==> src/rtl/fb_pattern_writer_if.sv <==
// Framebuffer write-port bus between the pattern writer (master) and the framebuffer (slave).
interface fb_pattern_writer_if #(
  parameter int unsigned ADDR_W = 15
);
  logic              chipselect;
  logic              write;
  logic [ADDR_W-1:0] address;
  logic [31:0]       writedata;
  logic              waitrequest;

  modport master (
    output chipselect,
    output write,
    output address,
    output writedata,
    input  waitrequest
  );

  modport slave (
    input  chipselect,
    input  write,
    input  address,
    input  writedata,
    output waitrequest
  );
endinterface

==> src/rtl/fb_pattern_writer.sv <==
// Fills a 1-bpp framebuffer with clear/set/checker/inverted-checker, one 32-bit word per address.
module fb_pattern_writer #(
  parameter int unsigned WIDTH        = 640,
  parameter int unsigned HEIGHT       = 480,
  parameter int unsigned CHECKER_SIZE = 20,
  parameter int unsigned ADDR_W       = 15
) (
  input  logic                clk,
  input  logic                reset,
  input  logic                start,
  input  logic [1:0]          mode,
  fb_pattern_writer_if.master bus,
  output logic                busy,
  output logic                done
);

  localparam int unsigned WORDS_PER_ROW = WIDTH / 32;
  localparam int unsigned LAST_WORD     = (WIDTH * HEIGHT) / 32 - 1;
  localparam int unsigned CNT_W         = $clog2(CHECKER_SIZE + 1);
  localparam int unsigned COL_W         = (WORDS_PER_ROW > 1) ? $clog2(WORDS_PER_ROW) : 1;

  localparam logic [1:0] S_IDLE  = 2'd0;
  localparam logic [1:0] S_BUILD = 2'd1;
  localparam logic [1:0] S_WRITE = 2'd2;
  localparam logic [1:0] S_DONE  = 2'd3;

  logic [1:0]        state_q, state_d;
  logic [1:0]        mode_q, mode_d;
  logic [ADDR_W-1:0] word_q, word_d;
  logic [COL_W-1:0]  col_q, col_d;
  logic [CNT_W-1:0]  xcnt_q, xcnt_d;
  logic [CNT_W-1:0]  ycnt_q, ycnt_d;
  logic              xph_q, xph_d;
  logic              yph_q, yph_d;
  logic [4:0]        bitcnt_q, bitcnt_d;
  logic [31:0]       shreg_q, shreg_d;
  logic [31:0]       wdata_q, wdata_d;
  logic              cs_q, cs_d;
  logic              busy_q, busy_d;
  logic              done_q, done_d;
  logic              pix_c;
  logic [CNT_W-1:0]  xcnt_inc_c;
  logic [CNT_W-1:0]  ycnt_inc_c;

  // Current checker pixel; inverted checker flips it via mode bit 0
  assign pix_c      = (xph_q ~^ yph_q) ^ mode_q[0];
  assign xcnt_inc_c = xcnt_q + CNT_W'(1);
  assign ycnt_inc_c = ycnt_q + CNT_W'(1);

  // Next-state, counter and registered-output computation
  always_comb begin
    state_d  = state_q;
    mode_d   = mode_q;
    word_d   = word_q;
    col_d    = col_q;
    xcnt_d   = xcnt_q;
    ycnt_d   = ycnt_q;
    xph_d    = xph_q;
    yph_d    = yph_q;
    bitcnt_d = bitcnt_q;
    shreg_d  = shreg_q;
    wdata_d  = wdata_q;

    case (state_q)
      S_IDLE: begin
        if (start) begin
          mode_d   = mode;
          word_d   = '0;
          col_d    = '0;
          xcnt_d   = '0;
          ycnt_d   = '0;
          xph_d    = 1'b0;
          yph_d    = 1'b0;
          bitcnt_d = '0;
          if (mode[1]) begin
            state_d = S_BUILD;
          end else begin
            state_d = S_WRITE;
            wdata_d = {32{mode[0]}};
          end
        end
      end

      S_BUILD: begin
        // Pixel b lands in bit b after 32 right shifts
        shreg_d  = {pix_c, shreg_q[31:1]};
        bitcnt_d = bitcnt_q + 5'd1;
        if (xcnt_inc_c == CNT_W'(CHECKER_SIZE)) begin
          xcnt_d = '0;
          xph_d  = ~xph_q;
        end else begin
          xcnt_d = xcnt_inc_c;
        end
        if (bitcnt_q == 5'd31) begin
          state_d = S_WRITE;
          wdata_d = shreg_d;
        end
      end

      S_WRITE: begin
        if (!bus.waitrequest) begin
          if (word_q == ADDR_W'(LAST_WORD)) begin
            state_d = S_DONE;
          end else begin
            word_d  = word_q + ADDR_W'(1);
            state_d = mode_q[1] ? S_BUILD : S_WRITE;
            if (col_q == COL_W'(WORDS_PER_ROW - 1)) begin
              col_d  = '0;
              xcnt_d = '0;
              xph_d  = 1'b0;
              if (ycnt_inc_c == CNT_W'(CHECKER_SIZE)) begin
                ycnt_d = '0;
                yph_d  = ~yph_q;
              end else begin
                ycnt_d = ycnt_inc_c;
              end
            end else begin
              col_d = col_q + COL_W'(1);
            end
          end
        end
      end

      default: begin
        state_d = S_IDLE;
      end
    endcase

    cs_d   = (state_d == S_WRITE);
    busy_d = (state_d == S_BUILD) || (state_d == S_WRITE);
    done_d = (state_d == S_DONE);
  end

  // State, counters and output registers
  always_ff @(posedge clk) begin
    if (reset) begin
      state_q  <= S_IDLE;
      mode_q   <= 2'd0;
      word_q   <= '0;
      col_q    <= '0;
      xcnt_q   <= '0;
      ycnt_q   <= '0;
      xph_q    <= 1'b0;
      yph_q    <= 1'b0;
      bitcnt_q <= '0;
      shreg_q  <= '0;
      wdata_q  <= '0;
      cs_q     <= 1'b0;
      busy_q   <= 1'b0;
      done_q   <= 1'b0;
    end else begin
      state_q  <= state_d;
      mode_q   <= mode_d;
      word_q   <= word_d;
      col_q    <= col_d;
      xcnt_q   <= xcnt_d;
      ycnt_q   <= ycnt_d;
      xph_q    <= xph_d;
      yph_q    <= yph_d;
      bitcnt_q <= bitcnt_d;
      shreg_q  <= shreg_d;
      wdata_q  <= wdata_d;
      cs_q     <= cs_d;
      busy_q   <= busy_d;
      done_q   <= done_d;
    end
  end

  assign bus.chipselect = cs_q;
  assign bus.write      = cs_q;
  assign bus.address    = word_q;
  assign bus.writedata  = wdata_q;
  assign busy           = busy_q;
  assign done           = done_q;

endmodule
==> src/flat_wrapper.sv <==
// flat-port wrapper written by rule: the top's interface ports become plain ports
module fb_pattern_writer_flat 
#(
  parameter int unsigned WIDTH        = 640,
  parameter int unsigned HEIGHT       = 480,
  parameter int unsigned CHECKER_SIZE = 20,
  parameter int unsigned ADDR_W       = 15
)
  (clk, reset, start, mode, busy, done, bus_chipselect, bus_write, bus_address, bus_writedata, bus_waitrequest);
  fb_pattern_writer_if #(.ADDR_W(ADDR_W)) bus_i ();
  input  logic clk;
  input  logic reset;
  input  logic start;
  input  logic [1:0] mode;
  output logic busy;
  output logic done;
  output wire logic [$bits(bus_i.chipselect)-1:0] bus_chipselect;
  output wire logic [$bits(bus_i.write)-1:0] bus_write;
  output wire logic [$bits(bus_i.address)-1:0] bus_address;
  output wire logic [$bits(bus_i.writedata)-1:0] bus_writedata;
  input wire logic [$bits(bus_i.waitrequest)-1:0] bus_waitrequest;
  assign bus_chipselect = bus_i.chipselect;
  assign bus_write = bus_i.write;
  assign bus_address = bus_i.address;
  assign bus_writedata = bus_i.writedata;
  assign bus_i.waitrequest = bus_waitrequest;
  fb_pattern_writer #(.WIDTH(WIDTH), .HEIGHT(HEIGHT), .CHECKER_SIZE(CHECKER_SIZE), .ADDR_W(ADDR_W)) u_core (.clk(clk), .reset(reset), .start(start), .mode(mode), .bus(bus_i), .busy(busy), .done(done));
endmodule
==> config.mk <==
export PLATFORM = sky130hd
export DESIGN_NAME = fb_pattern_writer_flat
export DESIGN_NICKNAME = d
export VERILOG_FILES = /design/src/rtl/fb_pattern_writer_if.sv /design/src/rtl/fb_pattern_writer.sv /design/src/flat_wrapper.sv
export SDC_FILE = /design/constraint.sdc
export NUM_CORES = 1
export LEC_CHECK = 0
export CAP_MARGIN = 0
export CORE_MARGIN = 2
export CORE_UTILIZATION = 50
export DETAILED_ROUTE_END_ITERATION = 8
export PLACE_DENSITY = 0.81
export SLEW_MARGIN = 20
export SYNTH_ARGS = -nofsm -noshare
export SYNTH_HDL_FRONTEND = slang
export SYNTH_SLANG_ARGS = --single-unit
==> constraint.sdc <==
create_clock -name clk -period 2.1 [get_ports clk]
set_input_delay 0.315 -clock clk [delete_from_list [all_inputs] [get_ports clk]]
set_output_delay 0.315 -clock clk [all_outputs]
set_load 0.1 [all_outputs]
==> out/results.ini <==
[outcome]
outcome = completed

[die]
die_area_mm2 = 0.00970
die_y_um = 98.5
fp.dieW_um = 98.5
initial_core_util_pct = 51.4
rows = 34
coreArea_mm2 = 0.00868
boundaryPins = 57

[cts]
cts_setup_buffers = 0
tritoncts = built
clock_path_buffers = 2
cts_hold_buf = 0
numCtsBuffers = 9
clkSlewWorstSetupHoldPaths_ns = 0.11
cts.sinks = 107
ctsResizeCount = 0
htreeDepth = 3
clock-root-buffer = clkbuf_8
insertion_delay_ns = 0.37

[grt]
top_usage_layer = met2
grt_pass1_vias = 3670
grt_usage_pct = 21.1
antenna_found_initial = 0
grt_max_degree = 70
grt_pass1_wl_mm = 17.1
gr-usage-met1_pct = 27.5
globalRoute.totalOverflow = 0
use_met2_pct = 35.9
grt_use_met3_pct = 4.75

[sta]
period_needed_ns = 1.95
relSlewSlack_pct = 54.9
timing.final.crit_share_pct = 93.0
worstMarginPinSlew_ns = 0.676
setup_viol = 0
skew_ns = 0.0142
final-hold-violation-count = 0
fmax_ghz = 0.512
drv_slew = 0
grt_setup_unrepaired = no
hold-worst-slack_ns = 0.316
final.setup.tns_ns = 0
final.setup.worst_slack_ns = 0.147

[final_layout]
antenna_cells = 0
area_growth_pct = 19.3
nets = 581
drive_above_1_share_pct = 21.2
fin_cells = 680

[drt]
vias_per_cell = 5.74
wl_per_cell_um = 14.6
drtPass1Iterations = 4
vias = 3904
drc = 0
ant_nets = 0
wirelength_mm = 9.95
drtIter0Drc = 192

[worst_setup_path]
required_ns = 2.36
startpoint = u_core.bitcnt_q[0]
start_kind = flop
endpoint_kind = flop
rr_worst_depth = 8
critPathArrivalTime_ns = 2.21
criticalPathCategory = flop to flop
rr_startpoint = u_core.bitcnt_q[0]
cp_max_fo = 4

[yosys]
synth_seq_area_share_pct = 48.0
ys.flop_type = dfxtp_1
netlist_area_mm2 = 0.00446
synth_top_area_share_pct = 48.0
yosys.cell_types.count = 54
syn_area_per_cell_um2 = 8.68
synth_fp_nets = 528
synth.largest_area_cell = dfxtp_1
synthCells = 514
synth_area_leaders = dfxtp_1, nand2_1, a311oi_1
synth-seq-cells = 107
synth-edff-count = 0
async_reset_ff_share_pct = 0
synth_warnings = 0

[power]
ir_drop_mv = 0.452
power.density_mw_per_mm2 = 800
p_leak_nw = 1.98
finalPower_mw = 4.26

[worst_hold_path]
worstHoldStart = reset
worstHoldPathCells = 2
min_path_type = input port to flop

[place]
preCtsSetupSlack_ns = -0.000650
dp_hpwl_mm = 6.86
io_buffers = 56
place_inst = 664
place_congestion = 0.870

[flow_run]
maxCapViolations = 0

-- through the flow --
step | utilization [%] | cell area, um^2
after floorplan | - | 4550
final | 61.4 | 5330
after CTS | 61.4 | 5330
after global placement | 59.2 | 5130
after global routing | 61.4 | 5330
after detailed placement | 59.2 | 5130
-- final timing paths --
| check | to | slack [ns] |
|---|---|---|
| worst max-delay path | u_core.done | 0.15 |
| worst min-delay path | u_core.bitcnt_q[3] | 0.32 |
| worst max register to register | u_core.done | 0.15 |
| worst min register to register | u_core.shreg_q[13] | 0.46 |
-- cells in the mapped netlist, types with 4 or more instances --
cell,instances
dfxtp_1,107
nand2_1,83
nor2_1,66
a21oi_1,45
a311oi_1,33
clkbuf_1,23
nand3_1,18
buf_2,10
nand4_1,9
xor2_1,9
ha_1,8
nand2b_1,7
a22oi_1,6
and3_1,6
nor2b_1,6
or4_1,6
o21ai_0,5
xnor2_1,5
and2_1,4
nor3_1,4
-- final cells by class --
| type | instances | area (um^2) |
|---|---|---|
| clock inverters | 7 | 66.3 |
| flip-flops and latches | 107 | 2190 |
| inverters | 3 | 11.3 |
| repair buffers | 78 | 606 |
| multi-input cells | 368 | 2200 |
| clock buffers | 9 | 124 |
| well taps | 108 | 135 |
| fillers | 743 | 3350 |
-- kinds of logic after synthesis --
family | synth area share [%]
DFF | 48.0
buffers and inverters | 3.73
muxes | 0.925
AOI/OAI and AO/OA | 17.2
xor gates and xnor gates | 2.75
adders and majority gates | 2.24
and+or+nand+nor | 25.1
-- worst max-delay path, stage by stage (launching register included) --
cell	delay [ns]
dfxtp_1	0.36
ha_1	0.23
and3_1	0.18
ha_1	0.19
a22oi_1	0.29
nor2_4	0.07
a21o_1	0.19
ha_1	0.20
nor2b_1	0.13
-- metal layers --
layer  share of wire (%)  up-vias
met4                0.67        0
li1                    -     1935
met2                  49       77
met5                   0        -
met3                 3.9        7
met1                  46     1885
-- state kept, by name, indices dropped and copies added, names as in the netlist, 2 cells and up --
signal                flops
u_core.bitcnt_q           5
u_core.bus.address       15
u_core.bus.writedata     32
u_core.col_q              5
u_core.mode_q             2
u_core.shreg_q           31
u_core.state_q            2
u_core.xcnt_q             5
u_core.ycnt_q             5
-- report_power, final --
part | internal [mW] | total, mW | switching (mW) | leakage, nW
combinational | 0.215 | 0.902 | 0.687 | 1.01
sequential | 2.09 | 2.14 | 0.0519 | 0.879
clock | 0.461 | 1.22 | 0.759 | 0.0953
total | 2.77 | 4.26 | 1.50 | 1.98
-- cells in the final DEF, fill, tap and decap left out, drive strengths merged, types with 2 or more instances in the layout --
cell type	Yosys	layout
dfxtp	107	107
nand2	84	84
buf	13	74
nor2	67	67
a21oi	46	46
a311oi	33	33
nand3	18	18
nand4	10	10
xor2	9	9
clkbuf	23	9
ha	8	8
nand2b	7	7
o21ai	7	7
inv	3	7
and3	6	6
a22oi	6	6
or4	6	6
nor2b	6	6
xnor2	5	5
and2	4	4
nor3	4	4
clkdlybuf4s50	0	4
a31oi	4	4
a21o	3	3
nor3b	3	3
mux2i	3	3
or3	3	3
o211ai	3	3
nand3b	2	2
and4	2	2
a211oi	2	2
and4bb	2	2
nand4bb	2	2
or2	2	2
clkinv	0	2
No activity file was read; power rests on OpenSTA's default activity.
